--- config.mk ---
export PLATFORM = sky130hd
export DESIGN_NAME = i2s_audio_transmitter
export DESIGN_NICKNAME = d
export VERILOG_FILES = /design/src/rtl/i2s_audio_transmitter.sv
export SDC_FILE = /design/constraint.sdc
export NUM_CORES = 1
export LEC_CHECK = 0
export ABC_AREA = 0
export CAP_MARGIN = 5
export CORE_UTILIZATION = 61
export DETAILED_ROUTE_END_ITERATION = 16
export HOLD_SLACK_MARGIN = 0.15
export PLACE_DENSITY = 0.79
export SETUP_SLACK_MARGIN = 0.4
export SYNTH_ARGS = -nofsm -noshare
export SYNTH_HDL_FRONTEND = slang
export SYNTH_SLANG_ARGS = --single-unit
--- constraint.sdc ---
create_clock -name clk -period 3.5 [get_ports clk]
set_input_delay 0.35 -clock clk [delete_from_list [all_inputs] [get_ports clk]]
set_output_delay 0.35 -clock clk [all_outputs]
set_load 0.02 [all_outputs]
--- src/rtl/i2s_audio_transmitter.sv ---
// i2s_audio_transmitter
//   Buffers mono 16-bit samples in a small FIFO and serialises them as a
//   stereo I2S stream. Each sample is sent as both the left and the right word.
//   The stream is MSB first, uses the standard one-bit delay, and has 32 bclk
//   slots per frame.
//
// Parameters
//   FIFO_DEPTH  sample buffer depth in words (power of two, 4..256)
//   BCLK_HALF   clk cycles per i2s_bclk half-period (>= 2)
//
// Ports
//   clk           system clock
//   rst           synchronous active-high reset
//   audio_in      signed mono sample, qualified by sample_valid
//   sample_valid  one-cycle write strobe; there is no backpressure
//   flag_clr      clears the sticky flags; a new error event in the same cycle wins
//   i2s_bclk      bit clock
//   i2s_lrclk     word select (0 = left, 1 = right)
//   i2s_sdata     serial data
//   fifo_level    number of buffered words
//   overflow      sticky: a sample was dropped because the FIFO was full
//   underflow     sticky: a frame started while the FIFO was empty
//
// Configuration macro
//   I2S_UNDERRUN_HOLD_EN  when defined, an underrun repeats the last popped
//                         word; otherwise an underrun sends silence (16'h0000).

module i2s_audio_transmitter #(
  parameter int unsigned FIFO_DEPTH = 16,
  parameter int unsigned BCLK_HALF  = 8
) (
  input  logic                          clk,
  input  logic                          rst,
  input  logic [15:0]                   audio_in,
  input  logic                          sample_valid,
  input  logic                          flag_clr,
  output logic                          i2s_bclk,
  output logic                          i2s_lrclk,
  output logic                          i2s_sdata,
  output logic [$clog2(FIFO_DEPTH):0]   fifo_level,
  output logic                          overflow,
  output logic                          underflow
);

  localparam int unsigned AW = $clog2(FIFO_DEPTH);
  localparam int unsigned DW = (BCLK_HALF > 1) ? $clog2(BCLK_HALF) : 1;

  localparam logic [DW-1:0] DivLast  = DW'(BCLK_HALF - 1);
  localparam logic [DW-1:0] DivOne   = DW'(1);
  localparam logic [AW:0]   CntFull  = (AW + 1)'(FIFO_DEPTH);
  localparam logic [AW:0]   CntOne   = (AW + 1)'(1);
  localparam logic [AW-1:0] PtrOne   = AW'(1);

  // Sample storage
  logic [15:0]   mem [FIFO_DEPTH];
  logic [AW-1:0] wr_ptr_q, wr_ptr_d;
  logic [AW-1:0] rd_ptr_q, rd_ptr_d;
  logic [AW:0]   count_q, count_d;

  // Bit clock and frame state
  logic [DW-1:0] div_q, div_d;
  logic          bclk_q, bclk_d;
  logic [4:0]    slot_q, slot_d;
  logic          lrclk_q, lrclk_d;
  logic          sdata_q, sdata_d;
  logic [15:0]   word_q, word_d;
  logic          ovf_q, ovf_d;
  logic          unf_q, unf_d;

  logic          div_end, bclk_fall, frame_start;
  logic          fifo_empty, fifo_full;
  logic          pop_ok, push_ok, ovf_set, unf_set;
  logic [4:0]    slot_next;
  logic [3:0]    bit_idx;
  logic [15:0]   fallback_word;

`ifdef I2S_UNDERRUN_HOLD_EN
  // word_q always holds the last successfully popped word (0 after reset).
  assign fallback_word = word_q;
`else
  assign fallback_word = 16'h0000;
`endif

  always_comb begin
    div_end     = (div_q == DivLast);
    bclk_fall   = div_end && bclk_q;
    slot_next   = slot_q + 5'd1;
    frame_start = bclk_fall && (slot_q == 5'd31);

    fifo_empty  = (count_q == '0);
    fifo_full   = (count_q == CntFull);
    pop_ok      = frame_start && !fifo_empty;
    // A pop in the same cycle frees a slot, so a push into a full FIFO still lands.
    push_ok     = sample_valid && (!fifo_full || pop_ok);
    ovf_set     = sample_valid && fifo_full && !pop_ok;
    unf_set     = frame_start && fifo_empty;

    // Slot k carries bit (16-k) mod 16. Slot 0 takes bit 0 of the outgoing
    // word because word_q is reloaded at the same edge.
    bit_idx     = 4'd0 - slot_next[3:0];

    div_d    = div_end ? '0 : div_q + DivOne;
    bclk_d   = div_end ? !bclk_q : bclk_q;
    slot_d   = slot_q;
    lrclk_d  = lrclk_q;
    sdata_d  = sdata_q;
    word_d   = word_q;
    if (bclk_fall) begin
      slot_d  = slot_next;
      lrclk_d = slot_next[4];
      sdata_d = word_q[bit_idx];
    end
    if (frame_start) begin
      word_d = pop_ok ? mem[rd_ptr_q] : fallback_word;
    end

    wr_ptr_d = push_ok ? wr_ptr_q + PtrOne : wr_ptr_q;
    rd_ptr_d = pop_ok  ? rd_ptr_q + PtrOne : rd_ptr_q;
    count_d  = count_q;
    unique case ({push_ok, pop_ok})
      2'b10:   count_d = count_q + CntOne;
      2'b01:   count_d = count_q - CntOne;
      default: count_d = count_q;
    endcase

    // Set wins over clear.
    ovf_d = (ovf_q && !flag_clr) || ovf_set;
    unf_d = (unf_q && !flag_clr) || unf_set;
  end

  always_ff @(posedge clk) begin
    if (rst) begin
      div_q    <= '0;
      bclk_q   <= 1'b0;
      slot_q   <= '0;
      lrclk_q  <= 1'b0;
      sdata_q  <= 1'b0;
      word_q   <= '0;
      wr_ptr_q <= '0;
      rd_ptr_q <= '0;
      count_q  <= '0;
      ovf_q    <= 1'b0;
      unf_q    <= 1'b0;
    end else begin
      div_q    <= div_d;
      bclk_q   <= bclk_d;
      slot_q   <= slot_d;
      lrclk_q  <= lrclk_d;
      sdata_q  <= sdata_d;
      word_q   <= word_d;
      wr_ptr_q <= wr_ptr_d;
      rd_ptr_q <= rd_ptr_d;
      count_q  <= count_d;
      ovf_q    <= ovf_d;
      unf_q    <= unf_d;
    end
  end

  // Storage needs no reset; the pointers define what is valid.
  always_ff @(posedge clk) begin
    if (!rst && push_ok) begin
      mem[wr_ptr_q] <= audio_in;
    end
  end

  assign i2s_bclk   = bclk_q;
  assign i2s_lrclk  = lrclk_q;
  assign i2s_sdata  = sdata_q;
  assign fifo_level = count_q;
  assign overflow   = ovf_q;
  assign underflow  = unf_q;

endmodule

### Word level (Yosys, flattened, before mapping)

Memories as Yosys holds them, arrays and structs flattened. A register that Yosys moved wholly into a read port is not among the register bits.
Index checks and enable logic that the tools add are counted.

| operators by class | value |
|---|---|
| magnitude comparators | 1 |
| equal/unequal tests | 5 |
| add/subtract/negate cells | 7 |
| reductions and logical operators | 22 |
| muxes and demuxes | 8 |

Operator list:

| cell | number |
|---|---|
| $mux 16 | 1 |
| $add 5x1->5 const B | 2 |
| $eq 5x5->1 const B | 2 |
| $logic_and 1x1->1 | 10 |
| $pmux 5 s2 | 1 |
| $add 4x1->4 const B | 2 |
| $mux 4 | 2 |
| $logic_not 1->1 | 6 |
| $logic_not 5->1 | 1 |
| $lt 4x5->1 const B | 1 |
| $sub 5x1->5 const B | 1 |
| $bmux 1 s4 | 1 |
| $sub 1x4->4 const A | 1 |
| $add 3x1->3 const B | 1 |
| $eq 3x3->1 const B | 1 |
| $logic_or 1x1->1 | 3 |
| $mux 1 | 3 |
| $eq 2x1->1 const B | 1 |
| $eq 2x2->1 const B | 1 |
| $reduce_bool 2->1 | 1 |
| $reduce_or 2->1 | 1 |

| storage, ports and cells | value |
|---|---|
| bits of input ports | 20 |
| output and inout port bits | 10 |
| RAM bits | 256 |
| bits in registers | 42 |
| memories | 1 |

Memory list:

| name | depth | width | rd ports | clocked after memory_dff | wr ports | line | text |
|---|---|---|---|---|---|---|---|
| mem | 16 | 16 | 1 | 1 | 1 | 55 | `logic [15:0] mem [FIFO_DEPTH];` |

### Depth between registers and ports, before layout

Gate-level depths: netlist of the first run.

| logic depth | value |
|---|---|
| word-level depth | 9 |
| depth in mapped cells | 13 |
| gate-level depth less buffers | 12 |

### Worst setup path before layout of the first run

No wires, ideal clock.

| timing path | value |
|---|---|
| kind | register -> register |
| from | register slot_q[1] |
| to | memory mem[3][0] (enable) |
| required time | 3112 ps |
| clock period less this slack | 2836 ps |
| stages on the path, launching flop included | 8 |
| data arrival time | 2448 ps |
| slack | 664 ps |
| setup time | 388 ps |
| cell sequence | dfxtp_1 -> ha_1 -> and3_1 -> ha_1 -> nand3_1 -> a31oi_1 -> nand2_1 -> nor2_1 |

| between the ends | value |
|---|---|
| word-level cells in the longest chain between the ends | 8 |

Ends and longest elaborated chain:

| what | line | text |
|---|---|---|
| start: declaration | 63 | `logic [4:0] slot_q, slot_d;` |
| start signal: assignment | 147 | `slot_q <= slot_d;` |
| $eq 5x5->1 | 88 | `frame_start = bclk_fall && (slot_q == 5'd31);` |
| $logic_and 1x1->1 | 88 |  |
| $logic_and 1x1->1 | 92 | `pop_ok = frame_start && !fifo_empty;` |
| $logic_or 1x1->1 | 94 | `push_ok = sample_valid && (!fifo_full \|\| pop_ok);` |
| $logic_and 1x1->1 | 94 |  |
| $logic_and 1x1->1 | 161 | `if (!rst && push_ok) begin` |
| $mux 1 | 161 |  |
| $mux 1 (implied by the code) | 162 | `mem[wr_ptr_q] <= audio_in;` |
| end: declaration | 55 |  |

No other way between the ends.

### Worst setup path after layout of the first run

| timing path | value |
|---|---|
| from | register slot_q[1] |
| to | register count_q[4] (netlist: fifo_level[4]) |

| between the ends | value |
|---|---|
| word-level cells in the longest chain between the ends | 7 |
| elaborated cells between the ends (all ways) | 9 |
| classes of those cells | 3 x eq/ne; 1 x mux; 5 x reduce/logical |

Ends and longest elaborated chain:

| what | line | text |
|---|---|---|
| $eq 5x5->1 * | 88 |  |
| $logic_and 1x1->1 * | 88 |  |
| $logic_and 1x1->1 * | 92 |  |
| $logic_or 1x1->1 | 94 |  |
| $logic_and 1x1->1 | 94 |  |
| $eq 2x1->1 / $eq 2x2->1 (equally long branches) | 120 | `unique case ({push_ok, pop_ok})` |
| $pmux 5 s2 / $reduce_bool 2->1 (equally long branches) | - |  |
| end signal: assignment | 153 | `count_q <= count_d;` |
| end: declaration | 58 | `logic [AW:0] count_q, count_d;` |

Mark *: on every way between the ends. The rest lies on a longest branch, timed or not.
A chain may end at the register's enable or synchronous reset.

==> results of run 1 <==
state kept, by name, summed over array words and instances (netlist names), named ones only:
register    count
mem           256
word_q         16
fifo_level      5
slot_q          5
rd_ptr_q        4
wr_ptr_q        4
div_q           3
i2s_bclk        1
i2s_sdata       1
overflow        1
underflow       1
critical path, stage by stage (launching register included):
cell and delay (ns):
dfxtp_1 0.44, ha_1 0.27, and3_1 0.17, ha_1 0.17
and4b_2 0.33, o21ai_4 0.10, xnor2_1 0.13, ha_1 0.23
or3_2 0.41, a21oi_1 0.17, nor3_1 0.10, mux2i_1 0.13
o2bb2ai_1 0.15
layer usage:
layer	share of wire, %	global-route usage [%]	vias up
met5	0	0	-
met4	1.8	6.236	0
met3	7.2	3.567	39
met2	50	42.68	270
met1	41	37.52	3131
li1	-	-	2575
area by class of cell:
type	instances	area, um2	area share (%)
clock buffers	41	822.0	6.113
repair buffers	58	533.0	3.964
clock inverters	11	126.4	0.9398
well taps	260	325.3	2.419
multi-input cells	260	2959	22.01
flip-flops and latches	301	8594	63.92
inverters	23	86.33	0.6420
synth_stat cells (all sizes together), types with 3 or more instances:
| master | n | area (um2) |
|---|---|---|
| mux4 | 84 | 1892 |
| dfxtp | 45 | 900.9 |
| nor2 | 41 | 153.9 |
| xnor2 | 5 | 43.79 |
| inv | 13 | 48.80 |
| nor3 | 5 | 25.02 |
| buf | 22 | 135.1 |
| clkinv | 10 | 37.54 |
| mux2i | 5 | 50.05 |
| nor2b | 3 | 18.77 |
| nand2 | 27 | 101.4 |
| nand2b | 3 | 18.77 |
| xor2 | 6 | 52.55 |
| clkbuf | 7 | 27.52 |
| edfxtp | 256 | 7687 |
| o21ai | 20 | 111.4 |
| ha | 10 | 125.1 |
| nand3 | 8 | 40.04 |
| a21oi | 10 | 50.05 |
| or3 | 4 | 26.28 |
logic make-up after synthesis:
family | Yosys count
AO/OA/AOI/OAI | 44
XOR/XNOR | 11
adder cells (fa/ha/maj) | 10
buffers and inverters | 52
flip-flops | 301
multiplexers | 89
AND/OR/NAND/NOR | 106
how the worst min path moves through the flow:
stage | endpoint | slack, ns | cells past startpoint
6_report | div_q[0]$_SDFF_PP0_ | 0.43 | 1
4_1_cts | div_q[0]$_SDFF_PP0_ | 0.43 | 1
3_5_place_dp | div_q[0]$_SDFF_PP0_ | 0.42 | 1
3_3_place_gp | div_q[0]$_SDFF_PP0_ | 0.41 | 1
2_1_floorplan | div_q[0]$_SDFF_PP0_ | 0.40 | 1
5_1_grt | div_q[0]$_SDFF_PP0_ | 0.47 | 1
through the flow:
stage | cell area [um2] | utilization [%] | instances
floorplan | 11800 | - | 613
global placement | 12500 | 66.36 | 902
detailed placement | 12500 | 66.36 | 902
CTS | 13440 | 71.40 | 954
global route | 13450 | 71.41 | 954
finish | 13450 | 71.41 | 954
power by group through the flow:
stage	sequential [mW]	clock [mW]	combinational, mW
after floorplan	4.01	0	0.0851
after global placement	4.01	0	0.178
after detailed placement	4.01	0	0.190
after CTS	3.93	3.14	0.193
after global routing	3.94	3.27	0.210
final	3.93	3.10	0.193
==> reports/metrics.cfg, run 1 <==
[status]
outcome=finished clean

[synth]
dominantRegCellSynth=edfxtp_1
syn_nets=643
avgSynthCellArea_um2=19.24
yosys.area_share.simple_pct=4.349
syn_area_um2=11800
synth_top_family_by_area=multiplexers
netlist_instances=613
synth_edf_count=256
synth_compound_area_share_pct=2.387
ys_async_sr_fraction_pct=0
ys_types=49
synthMuxAreaShare_pct=16.46
synthAdderAreaFrac_pct=1.061
yosysSeqAreaShare_pct=72.81
ys_seq_elements=301
synth_xor_area_share_pct=0.8168
ys_warn_count=0

[global_route]
track_usage_pct=25.92
grt_max_degree=46
antenna_found_initial=0
overflow=0
grt_pass1_vias=6284
grt_pass1_wl_mm=37.74

[sta]
whs_ns=0.4336
fin_crit_sh_pct=83.62
fmax_mhz=341.7
tns_ns=0
hold_viol=0
slew_viol_final=0
slew-limit-headroom_pct=36.20
worst-slew-pin-transition_ns=0.9535
fin_crit_ns=2.927
rsz0062_at_grt=false
finalClockSkew_ns=0.01575
setup_violations=0
setup_slack_ns=0.5733

[hold_path]
min_path_type=reg2reg
hold_path_startpoint=div_q[0]$_SDFF_PP0_

[power_and_ir_drop]
pwr-share-seq_pct=54.4
internal_power_mw=5.834
power_mw=7.231
switching_power_mw=1.396
p_sw_share_pct=19.31
power_density_nw_per_um2=537.7
peakVddDrop_mv=0.4933
combPwrFrac_pct=2.7
power.leakage_nw=4.277
power_frac_clock_pct=42.9

[setup_path]
rr_endpoint=fifo_level[4]$_SDFFE_PP0P_
crit_required_ns=3.92
crit_path_start_kind=flip-flop
regToRegStartpoint=slot_q[1]$_SDFFE_PP0P_
r2r_cells=12
startpoint=slot_q[1]$_SDFFE_PP0P_
path_class=reg2reg
worst_ep_arrival_time_ns=3.35
reg2reg_slack_ns=0.57
path_max_fanout=7
crit_path_end=fifo_level[4]$_SDFFE_PP0P_
end_kind=flip-flop

[placed_design]
dp_slack_ns=0.4492
place.gp.congestion=0.7961
hpwl_mm=15.09
io_buffers=29

[route]
detail-route-antenna-nets=0
finalWirelength_mm=24.09
vias=6015
avgRoutedWirePerCell_um=25.26
detail_route.vias_per_cell=6.305
drt_iter0_markers=557
route.detailed.drc=0
drtPass1Iterations=5

[clocking]
cts_tree=yes
clkLatencyLatePin_ns=0.54
root_buffer=clkbuf_16
cts-buffers-inserted=29
clockBufferDepth=3
clock_sinks=301
cts_resized=0
cts_hold_buf=0
cts_setup_buffers=0
path_clk_slew_ns=0.06
htreeDepth=1

[die]
pin_count=30
design.core.area_um2=18830
dieArea_um2=19900
die_y_um=141.1
start_util_pct=62.64
dieWidth_um=141.1
rows=50

[layout]
final_common_cell=edfxtp_1
final_cell_mix=256 x edfxtp_1, 84 x mux4_2, 42 x dfxtp_1
final_nets=703
areaGrowthSynthToFinish_pct=14.00
n_antenna_cell=0
final.fill_count=1086
drive_gt1_share_pct=23.63

[flow_run]
cap_viol_max_count=0

Note: power is estimated with default switching activity, not from simulation.
==> run 2, diff against run 1 <==
- clock period: 3.5 -> 2.8 ns (I/O delays scaled with it)
==> reports/metrics.cfg, run 2 (synthesis gave the netlist of run 1 again) <==
[setup_path]
crit_path_start_kind=flip-flop
path_max_fanout=3  ; -4
path_buf_inv=0  ; unchanged
path_class=reg2reg
cp_slowest_stage_delay_ns=0.36  ; -0.08 ns
crit_path_cell_trace=ha_4 -> and3_4 -> ha_4 -> and4b_2 -> o21ai_4 -> xnor2_2 -> ha_2 -> or3_4 -> a21oi_2 -> nor3_2 -> mux2i_1 -> o2bb2ai_1
crit_family=simple AND/OR/NAND/NOR gates
end_kind=flip-flop
crit_path_frequent_cell=ha_4
crit_required_ns=3.23  ; -0.69 ns
worst_ep_arrival_time_ns=2.81  ; -0.54 ns
cp_slowest_cell=dfxtp_4

[route]
finalWirelength_mm=23.57  ; -2.2%
detail-route-antenna-nets=0  ; unchanged
avgRoutedWirePerCell_um=24.58  ; -2.7%
route.detailed.drc=0  ; unchanged
drt_iter0_markers=576  ; +3.4%
vias=5939  ; -1.3%
drtPass1Iterations=4  ; -1
detail_route.vias_per_cell=6.193  ; -1.8%

[layout]
final_cell_area_um2=13710  ; +2.0%
n_antenna_cell=0  ; unchanged
final_nets=712  ; +1.3%
final_common_cell=edfxtp_1
areaGrowthSynthToFinish_pct=16.24
largest_register=mem
final_cell_mix=256 x edfxtp_1, 84 x mux4_2, 40 x dfxtp_1
final.fill_count=1044  ; -3.9%
drive_gt1_share_pct=28.61  ; +5.0 points
utilization_pct=72.81  ; +1.4 points
top_regs=mem (256), word_q (16)
largest_reg_flops=256  ; unchanged

[sta]
slew_viol_final=0  ; unchanged
fin_crit_ns=2.380  ; -0.5464 ns
hold_viol=0  ; unchanged
slew-limit-headroom_pct=39.52  ; +3.3 points
finalClockSkew_ns=0.01413  ; -0.001621 ns
setup_violations=0  ; unchanged
worst-slew-pin-transition_ns=0.9038  ; -0.04972 ns
fin_crit_sh_pct=85.01  ; +1.4 points
fmax_mhz=420.1  ; +23%
whs_ns=0.4192  ; -0.01440 ns
rsz0062_at_grt=true
tns_ns=0  ; unchanged

[power_and_ir_drop]
internal_power_mw=7.133  ; +22%
power.leakage_nw=4.325  ; +1.1%
power_mw=8.848  ; +22%
pwr-share-seq_pct=55.6  ; +1.2 points
combPwrFrac_pct=2.7  ; about the same
p_sw_share_pct=19.38  ; +0.071 points
power_frac_clock_pct=41.7  ; -1.2 points
switching_power_mw=1.715  ; +23%
power_density_nw_per_um2=645.4  ; +20%
peakVddDrop_mv=0.5558  ; +13%

[clocking]
path_clk_slew_ns=0.06  ; about the same
clockBufferDepth=3  ; unchanged
root_buffer=clkbuf_16
cts_tree=yes
cts_hold_buf=0  ; unchanged
htreeDepth=1  ; unchanged
clkLatencyLatePin_ns=0.54  ; about the same
clock_sinks=301  ; unchanged
cts-buffers-inserted=29  ; unchanged

[global_route]
antenna_found_initial=1  ; +1
grt_pass1_vias=6105  ; -2.8%
grt_max_degree=65  ; +41%
overflow=0  ; unchanged
track_usage_pct=25.27  ; -0.65 points
grt_pass1_wl_mm=36.12  ; -4.3%

[status]
outcome=finished clean

[die]
pin_count=30  ; unchanged
design.core.area_um2=18830  ; unchanged
start_util_pct=62.64  ; unchanged
dieArea_um2=19900  ; unchanged
rows=50  ; unchanged
dieWidth_um=141.1  ; unchanged
die_y_um=141.1  ; unchanged

[placed_design]
hpwl_mm=13.98  ; -7.3%
io_buffers=29  ; unchanged
placed_area_um2=12720  ; +1.8%
place.gp.congestion=0.8128  ; +2.1%

[hold_path]
min_path_type=in2reg

[flow_run]
cap_viol_max_count=0  ; unchanged

==> run 2: area by class of cell <==
cell class / instances / area, um2 / share of cell area [%]
multi-input cells: 260 / 3102 / 22.62
inverters: 23 / 86.33 / 0.6297
clock inverters: 16 / 150.1 / 1.095
well taps: 260 / 325.3 / 2.373
repair buffers: 67 / 708.2 / 5.165
flip-flops and latches: 301 / 8602 / 62.74
clock buffers: 32 / 737.0 / 5.375
==> run 2: repair_timing <==
action | CTS | global route
setup buffers | 5 | 1
gates resized for setup | 7 | 7
pin swaps | 4 | 2
setup endpoints to repair | 258 | 218
==> run 2: tightest hold or removal path: stages <==
cell	delay, ns
clkdlybuf4s50_1	0.47
nand2b_1	0.10
a21oi_1	0.06
==> run 2: per-layer routing <==
layer	track usage (%)	vias to the layer above	routed length (um)
li1	-	2592	-
met1	33.69	3029	9032
met2	42.16	244	11980
met3	3.906	72	1681
met4	10.81	2	866
met5	0	-	13
==> run 2: final timing paths <==
path | depth (start not counted) | slack (ns) | startpoint | endpoint
worst max-delay path | 12 | 0.42 | slot_q[0]$_SDFFE_PP0P_ | fifo_level[4]$_SDFFE_PP0P_
worst min-delay path | 3 | 0.42 | flag_clr | overflow$_SDFF_PP0_
worst max register to register | 12 | 0.42 | slot_q[0]$_SDFFE_PP0P_ | fifo_level[4]$_SDFFE_PP0P_
worst min register to register | 1 | 0.44 | div_q[0]$_SDFF_PP0_ | div_q[0]$_SDFF_PP0_
==> run 2: per-stage QoR <==
step / setup slack (ns) / cells
after global placement: 0.1395 / 905
after detailed placement: 0.1350 / 905
final: 0.4197 / 959
after CTS: 0.4001 / 958
after global routing: 0.3330 / 959
after floorplan: 0.4039 / 613
==> run 2: power by group through the flow <==
stage	clock network, mW	registers [mW]	logic [mW]
finish	3.69	4.92	0.241
global route	3.91	4.92	0.263
CTS	3.75	4.92	0.239
detailed placement	0	5.01	0.234
global placement	0	5.01	0.225
floorplan	0	5.01	0.114
